[src/rtl/div_pkg.sv]
// div_pkg: shared widths, FSM states and special-case quotients for signed_divider.
package div_pkg;
  localparam int DW = 16;
  localparam int VW = 8;
  typedef enum logic [1:0] {IDLE, LOAD, CALC, FIX} div_state_t;
  localparam logic [15:0] Q_DIV0 = 16'hFFFF;
  localparam logic [15:0] Q_OVF  = 16'h8000;
endpackage

[src/rtl/div_step.sv]
// div_step: one restoring iteration - shift in the dividend MSB, trial-subtract, select.
module div_step #(
  parameter int DW = 16,
  parameter int VW = 8
) (
  input  logic [VW:0]   rem_i,
  input  logic [DW-1:0] dvd_i,
  input  logic [VW-1:0] dvs_i,
  output logic [VW:0]   rem_o,
  output logic [DW-1:0] dvd_o
);
  logic [VW:0] sh, diff;
  logic        borrow, ge;
  always_comb begin
    sh            = {rem_i[VW-1:0], dvd_i[DW-1]};
    {borrow, diff} = {1'b0, sh} - {2'b0, dvs_i};
    // a set top bit means the true shifted value exceeds any divisor magnitude
    ge            = ~borrow | rem_i[VW];
    rem_o         = ge ? diff : sh;
    dvd_o         = {dvd_i[DW-2:0], ge};
  end
endmodule

[src/rtl/signed_divider.sv]
// signed_divider: sequential radix-2 restoring signed divider, fixed 18-cycle latency.
module signed_divider
  import div_pkg::*;
#(
  parameter int DW = div_pkg::DW,
  parameter int VW = div_pkg::VW
) (
  input  logic          clk,
  input  logic          rst_n,
  input  logic          start,
  input  logic [DW-1:0] Dividend,
  input  logic [VW-1:0] Divisor,
  output logic [DW-1:0] Quotient,
  output logic [VW-1:0] Remainder,
  output logic          ready,
  output logic          err
);
  div_state_t    state_q, state_d;
  logic [DW-1:0] a_q, a_d, dvd_q, dvd_d, quo_q, quo_d, step_dvd;
  logic [VW-1:0] b_q, b_d, dvs_q, dvs_d, rmd_q, rmd_d;
  logic [VW:0]   rem_q, rem_d, step_rem;
  logic [4:0]    cnt_q, cnt_d;
  logic          err_q, err_d, div0, ovf, sq, sr, unused_rem;
  div_step #(.DW(DW), .VW(VW)) u_step (
    .rem_i(rem_q), .dvd_i(dvd_q), .dvs_i(dvs_q), .rem_o(step_rem), .dvd_o(step_dvd)
  );
  assign div0       = b_q == '0;
  assign ovf        = a_q == Q_OVF && b_q == '1;
  assign sr         = a_q[DW-1];
  assign sq         = a_q[DW-1] ^ b_q[VW-1];
  assign unused_rem = rem_q[VW];
  always_comb begin
    state_d = state_q;
    a_d     = a_q;
    b_d     = b_q;
    dvd_d   = dvd_q;
    dvs_d   = dvs_q;
    rem_d   = rem_q;
    cnt_d   = cnt_q;
    quo_d   = quo_q;
    rmd_d   = rmd_q;
    err_d   = err_q;
    case (state_q)
      IDLE: if (start) begin
        state_d = LOAD;
        a_d     = Dividend;
        b_d     = Divisor;
      end
      LOAD: begin
        dvd_d   = a_q[DW-1] ? -a_q : a_q;
        dvs_d   = b_q[VW-1] ? -b_q : b_q;
        rem_d   = '0;
        cnt_d   = '0;
        state_d = CALC;
      end
      CALC: begin
        dvd_d   = step_dvd;
        rem_d   = step_rem;
        cnt_d   = cnt_q + 5'd1;
        state_d = cnt_q == 5'(DW - 1) ? FIX : CALC;
      end
      FIX: begin
        quo_d   = div0 ? Q_DIV0 : ovf ? Q_OVF : sq ? -dvd_q : dvd_q;
        rmd_d   = (div0 || ovf) ? '0 : sr ? -rem_q[VW-1:0] : rem_q[VW-1:0];
        err_d   = div0 || ovf;
        state_d = IDLE;
      end
      default: state_d = IDLE;
    endcase
  end
  always_ff @(posedge clk or negedge rst_n) begin
    if (!rst_n) begin
      state_q <= IDLE;
      a_q     <= '0;
      b_q     <= '0;
      dvd_q   <= '0;
      dvs_q   <= '0;
      rem_q   <= '0;
      cnt_q   <= '0;
      quo_q   <= '0;
      rmd_q   <= '0;
      err_q   <= 1'b0;
    end else begin
      state_q <= state_d;
      a_q     <= a_d;
      b_q     <= b_d;
      dvd_q   <= dvd_d;
      dvs_q   <= dvs_d;
      rem_q   <= rem_d;
      cnt_q   <= cnt_d;
      quo_q   <= quo_d;
      rmd_q   <= rmd_d;
      err_q   <= err_d;
    end
  end
  assign Quotient  = quo_q;
  assign Remainder = rmd_q;
  assign err       = err_q;
  assign ready     = state_q == IDLE;
endmodule

[config.mk]
export PLATFORM = sky130hd
export DESIGN_NAME = signed_divider
export DESIGN_NICKNAME = d
export VERILOG_FILES = /design/src/rtl/div_pkg.sv /design/src/rtl/div_step.sv /design/src/rtl/signed_divider.sv
export SDC_FILE = /design/constraint.sdc
export NUM_CORES = 1
export LEC_CHECK = 0
export ABC_AREA = 1
export CORE_UTILIZATION = 40
export CTS_BUF_LIST = sky130_fd_sc_hd__clkbuf_16
export DETAILED_ROUTE_END_ITERATION = 12
export GPL_ROUTABILITY_DRIVEN = 1
export REMOVE_ABC_BUFFERS = 1
export SLEW_MARGIN = 30
export SYNTH_ARGS = -nofsm -noshare
export SYNTH_HDL_FRONTEND = slang
export SYNTH_HIERARCHICAL = 1
export SYNTH_SLANG_ARGS = --single-unit
[constraint.sdc]
create_clock -name clk -period 2.3 [get_ports clk]
set_clock_uncertainty 0.15 [all_clocks]
set_input_delay 0.46 -clock clk [delete_from_list [all_inputs] [get_ports clk]]
set_output_delay 0.46 -clock clk [all_outputs]
set_load 0.005 [all_outputs]
After elaboration in Yosys (flattened, before gate mapping)
Index checks and enable logic that the tools add are counted.
Widths: inputs -> output; s select.
{"block": "word_totals", "output_inout_bits": 26, "register_bits": 89, "elab_cells": 46}
{"block": "op_classes", "n_bitwise": 3, "n_eq_ne": 7, "reduce_logical": 6, "muxes": 14, "add_sub_neg": 6}
{"operator": "$mux 16", "n": 4}
{"operator": "$neg 16->16", "n": 2}
{"operator": "$pmux 16 s2", "n": 1}
{"operator": "$mux 8", "n": 3}
{"operator": "$pmux 9 s2", "n": 1}
{"operator": "$eq 16x16->1 const B", "n": 1}
{"operator": "$neg 8->8", "n": 2}
{"operator": "$pmux 5 s2", "n": 1}
{"operator": "$sub 9x8->10", "n": 1}
{"operator": "$mux 9", "n": 1}
{"operator": "$eq 8x8->1 const B", "n": 1}
{"operator": "$logic_not 8->1", "n": 1}
{"operator": "$pmux 2 s4", "n": 1}
{"operator": "$add 5x1->5 const B", "n": 1}
{"operator": "$eq 5x4->1 const B", "n": 1}
{"operator": "$eq 2x2->1 const B", "n": 2}
{"operator": "$eq 2x1->1 const B", "n": 1}
{"operator": "$logic_not 2->1", "n": 1}
{"operator": "$mux 2", "n": 1}
{"operator": "$ne 2x2->1 const B", "n": 1}
{"operator": "$reduce_and 2->1", "n": 1}
{"operator": "$reduce_bool 2->1", "n": 1}
{"operator": "$logic_and 1x1->1", "n": 1}
{"operator": "$logic_or 1x1->1", "n": 1}
{"operator": "4 further kinds", "n": 4}

Depth between registers and ports, before layout
{"block": "logic_depth", "depth_word": 5, "depth_mapped": 14, "ltp_nobuf": 14}

By module
The synthesis kept the hierarchy.
{"module": "signed_divider", "n_inst": 1, "area_each_um2": 4702.0, "cells_each": 574}
{"module": "div_step", "n_inst": 1, "area_each_um2": 773.2, "cells_each": 137}

Least setup slack after synthesis
OpenSTA, ideal clock, no wires.
{"block": "synth_path", "kind": "flip-flop to flip-flop", "start": "reg rem_q[3]", "end": "reg dvd_q[0]", "setup_ps": 143, "stages_incl_launch_ff": 11, "n_path_buf": 1, "t_required_ps": 2007, "slack_ps": 392, "arrival_time_ps": 1616, "cell_sequence": "dfrtp_1 -> ha_1 -> nand2_1 -> inv_2 -> a21oi_2 -> nand2_2 -> nand2_4 -> nand2_8 -> buf_4 -> nand3_1 -> o221ai_1"}
{"block": "synth_between", "elab_chain_len": 4}
{"element": "from (decl)", "line": "signed_divider.sv:21", "text": "logic [VW:0] rem_q, rem_d, step_rem;"}
{"element": "from (signal assigned)", "line": "signed_divider.sv:89", "text": "rem_q <= rem_d;"}
{"element": "$sub 9x8->10", "line": "div_step.sv:16", "text": "{borrow, diff} = {1'b0, sh} - {2'b0, dvs_i};"}
{"element": "$not 1->1", "line": "div_step.sv:18", "text": "ge = ~borrow | rem_i[VW];"}
{"element": "$or 1x1->1", "line": "div_step.sv:18"}
{"element": "net u_step.ge", "line": "div_step.sv:13", "text": "logic borrow, ge;"}
{"element": "$pmux 16 s2", "line": "signed_divider.sv:43", "text": "case (state_q)"}
{"element": "to (signal assigned)", "line": "signed_divider.sv:87", "text": "dvd_q <= dvd_d;"}
{"element": "to (decl)", "line": "signed_divider.sv:19", "text": "logic [DW-1:0] a_q, a_d, dvd_q, dvd_d, quo_q, quo_d, step_dvd;"}
The timed path passes the listed nets, and every way through them passes these cells.
A chain may end at the register's enable or synchronous reset.

Worst setup path in the final report
{"block": "layout_path", "start": "reg state_q[0]", "end": "out ready"}
{"block": "layout_between", "elab_chain_len": 1}
{"element": "from (decl)", "line": "signed_divider.sv:18", "text": "div_state_t state_q, state_d;"}
{"element": "from (signal assigned)", "line": "signed_divider.sv:84", "text": "state_q <= state_d;"}
{"element": "$logic_not 2->1", "line": "signed_divider.sv:99", "text": "assign ready = state_q == IDLE;"}
{"element": "to (decl)", "line": "signed_divider.sv:15", "text": "output logic ready,"}
Every way passes these cells.

==> run_results.csv <==
group,metric,value,unit
yosys,synth-async-reset-ratio,100,%
global_route,grt_antenna_before_repair,0,
cells_and_area,layout.nets,796,
routing,routed_wl,12600,um
cells_and_area,syn2layout_area_growth,16.6,%
run_status,status,"complete, no violations",
yosys,yosysMostFrequentCell,"nand2_1",
routing,dr.pass1.iters,5,
sta,fin_crit_sh,96.1,%
routing,drtIter0Drc,223,
critical_path,crit_arrival,1.60,ns
sta,final.setup.tns,0,ns
global_route,grt_max_degree,36,
power,power.internal,5.37,mW
critical_path,cpPeakStageDelay,0.51,ns
floorplan,fp.dieArea,14200,um2
sta,fin_ws,0.0886,ns
power,p_sw_share,46.8,%
critical_path,r2r_setup_slack,0.22,ns
yosys,synthTopCellsByCount,"nand2_1 (152), dfrtp_1 (89), nand3_1 (80), inv_1 (76), nor2_1 (72)",
global_route,grt_pass1_wl,21900,um
critical_path,endpoint_kind,"primary output",
critical_path,startpoint_type,"flip-flop",
yosys,yosys.area.top_type,"dfrtp_1",
sta,layout_min_cycle_time,2.21,ns
yosys,yosysUniqueCellTypes,43,
sta,fmax,0.452,GHz
run,max_cap_violations,0,
clock_tree,cts.clk_slew.worst_paths,0.06,ns
place,dp_hpwl,9480,um
yosys,ys_seq_area_share,40.7,%
global_route,track_usage,19.4,%
yosys,synth_area,5480,um2
yosys,yosys_warnings,6,
power,pwr-share-seq,28.8,%
clock_tree,insertion_delay,0.35,ns
routing,vias,4661,
power,p_switching,4.72,mW
place,routabilityCongestion,0.877,
yosys,avgSynthCellArea,7.70,um2
power,cellPowerDensity,1580,nW/um2
min_path,hold_depth,2,
sta,rsz0062_at_grt,"no",
clock_tree,ctsHtreeMaxLevel,3,
critical_path,crit_path_max_fanout,4,
critical_path,worst-setup-path-type,"flip-flop to primary output",
power,pwr-share-comb,57.1,%
global_route,grt_pass1_vias,4496,
yosys,synth.ff_latch_count,89,
yosys,synth_top_flop_cell,"dfrtp_1",
place,portBuffers,52,
critical_path,crit_path_start,"state_q[0]$_DFFE_PN0P_",
critical_path,reg2regPathDepth,14,
critical_path,crit_slowest_cell,"clkdlybuf4s50_1",
cells_and_area,drive_above_1_share,9.03,%
sta,worst_pin_slew,0.475,ns
floorplan,io-pin-count,53,
clock_tree,clock-sinks,89,
yosys,synth.area.top_cells,"dfrtp_1 (41%), nand2_1 (10%), nand3_1 (7.3%), inv_1 (5.2%), nor2_1 (4.9%)",
routing,wire_per_inst,13.6,um
critical_path,endpoint,"ready",
floorplan,rows,42,
cells_and_area,antennaDiodeCount,0,
clock_tree,cts_buffers,9,
place,place_ws,0.129,ns
power,p_leak,3.12,nW
floorplan,start_util,41.2,%
routing,drc,0,
routing,via_per_inst,5.02,
critical_path,path_cells,"inv_1, ha_2, clkdlybuf4s50_1",
yosys,synth_edf_count,0,
yosys,syn_inst,711,
clock_tree,cts_tree,"built",
sta,finalMaxSlewViolations,0,
sta,maxSlewHeadroom,68.3,%
sta,final-setup-viol-count,0,
critical_path,crit_cells,3,
power,ir_drop,0.00100,V
routing,ant_nets,0,
global_route,grt_overflow_total,0,
floorplan,fp.dieW,119,um
cells_and_area,fin_util,48.0,%
sta,holdWs,0.334,ns
clock_tree,cts_buffer_depth,2,
sta,hold_viol,0,
min_path,hold_start,"Remainder[2]$_DFFE_PN0N_",
critical_path,r2r-end,"rem_q[8]$_DFFE_PN0P_",
floorplan,coreArea,13300,um2
floorplan,die_h,119,um
critical_path,r2r_start,"dvd_q[15]$_DFFE_PN0P_",
power,p_clk_share,14.1,%
critical_path,worstPathRequired,1.69,ns
clock_tree,cts_root_buffer,"clkbuf_16",
yosys,yosysTopAreaCellShare,40.7,%
critical_path,path_buf_inv,2,
min_path,hold_class,"flip-flop to flip-flop",
critical_path,crit_family,"buffers and inverters",
==> flip-flops by register name, indices dropped and copies added, names as in the netlist <==
name / flops
dvd_q: 16
err: 1
state_q: 2
Remainder: 8
Quotient: 16
rem_q: 9
a_q: 16
cnt_q: 5
b_q: 8
dvs_q: 8
==> worst register-to-register path: stages, from the launching register on <==
cell and delay [ns]:
dfrtp_2 0.40, inv_1 0.05, ha_1 0.22, fa_1 0.41, inv_1 0.11, nand2_1 0.06, nand2_1 0.10, nand2_1 0.08
nand2_1 0.06, nand2_1 0.04, nand2_1 0.09, nand2_1 0.06, inv_1 0.05, nand3_1 0.07, nand2_1 0.07
==> power groups by stage <==
stage	Sequential (mW)	Combinational [mW]	Clock (mW)
after floorplan	2.79	4.04	0
after global placement	2.91	5.69	0
after detailed placement	2.93	5.76	0
after CTS	2.91	5.79	1.46
after global routing	3.01	6.63	1.50
final	2.91	5.76	1.42
==> cell type report <==
cell class | count | area [um2]
Timing Repair Buffer | 67 | 658
Tap cell | 176 | 220
Inverter | 88 | 335
Clock buffer | 9 | 225
Multi-Input combinational cell | 494 | 2670
Clock inverter | 6 | 52.6
Fill cell | 1312 | 6910
Sequential cell | 89 | 2230
==> repair_timing <==
item | 4_1_cts | 5_1_grt
hold endpoints to repair | 30 | 0
gates resized for setup | 0 | 2
setup endpoints to repair | 0 | 2
buffers inserted | 0 | 2
hold buffers | 1 | 0
==> cell usage in the layout (no fill, tap or decap), types with 4 or more instances in the layout <==
master           count
nand2_1            152
dfrtp_1             88
nand3_1             80
inv_1               78
nor2_1              72
clkdlybuf4s50_1     51
a21oi_1             49
o21ai_0             33
xor2_1              22
ha_1                18
buf_4               13
inv_2                9
clkbuf_16            9
nand4_1              7
o21ai_1              6
nand2_4              6
o221ai_1             6
o211ai_1             5
nand2_2              5
nor2_2               4
==> worst min-delay path by stage <==
| stage | endpoint | slack [ns] |
|---|---|---|
| 2_1_floorplan | Quotient[0]$_DFFE_PN0N_ | 0.01 |
| 6_report | Remainder[2]$_DFFE_PN0N_ | 0.33 |
| 3_3_place_gp | Quotient[7]$_DFFE_PN0N_ | 0.28 |
| 3_5_place_dp | Quotient[7]$_DFFE_PN0N_ | 0.29 |
| 5_1_grt | Remainder[6]$_DFFE_PN0N_ | 0.36 |
| 4_1_cts | Remainder[2]$_DFFE_PN0N_ | 0.34 |
==> per-stage QoR <==
stage / power, mW / area, um2 / instances
finish: 10.1 / 6380 / 929
global route: 11.1 / 6380 / 929
CTS: 10.2 / 6370 / 927
detailed placement: 8.69 / 6080 / 911
global placement: 8.60 / 6080 / 911
floorplan: 6.84 / 5230 / 671
==> metal layers <==
metal  vias up  part of all wire, %  track usage, %
met3        13                  4.4            3.50
li1       2364                    -               -
met5         -                    0               0
met2       111                   45            30.1
met4         0                  1.6            6.57
met1      2173                   49            27.3
==> cell families after synthesis <==
logic type / synth area share, %
buffers and inverters: 10.7
muxes: 0.411
adders and majority gates: 4.71
xor gates and xnor gates: 4.00
and+or+nand+nor: 28.1
AOI/OAI and AO/OA: 11.4
DFF: 40.7
Note: power is estimated with default switching activity, not from simulation.
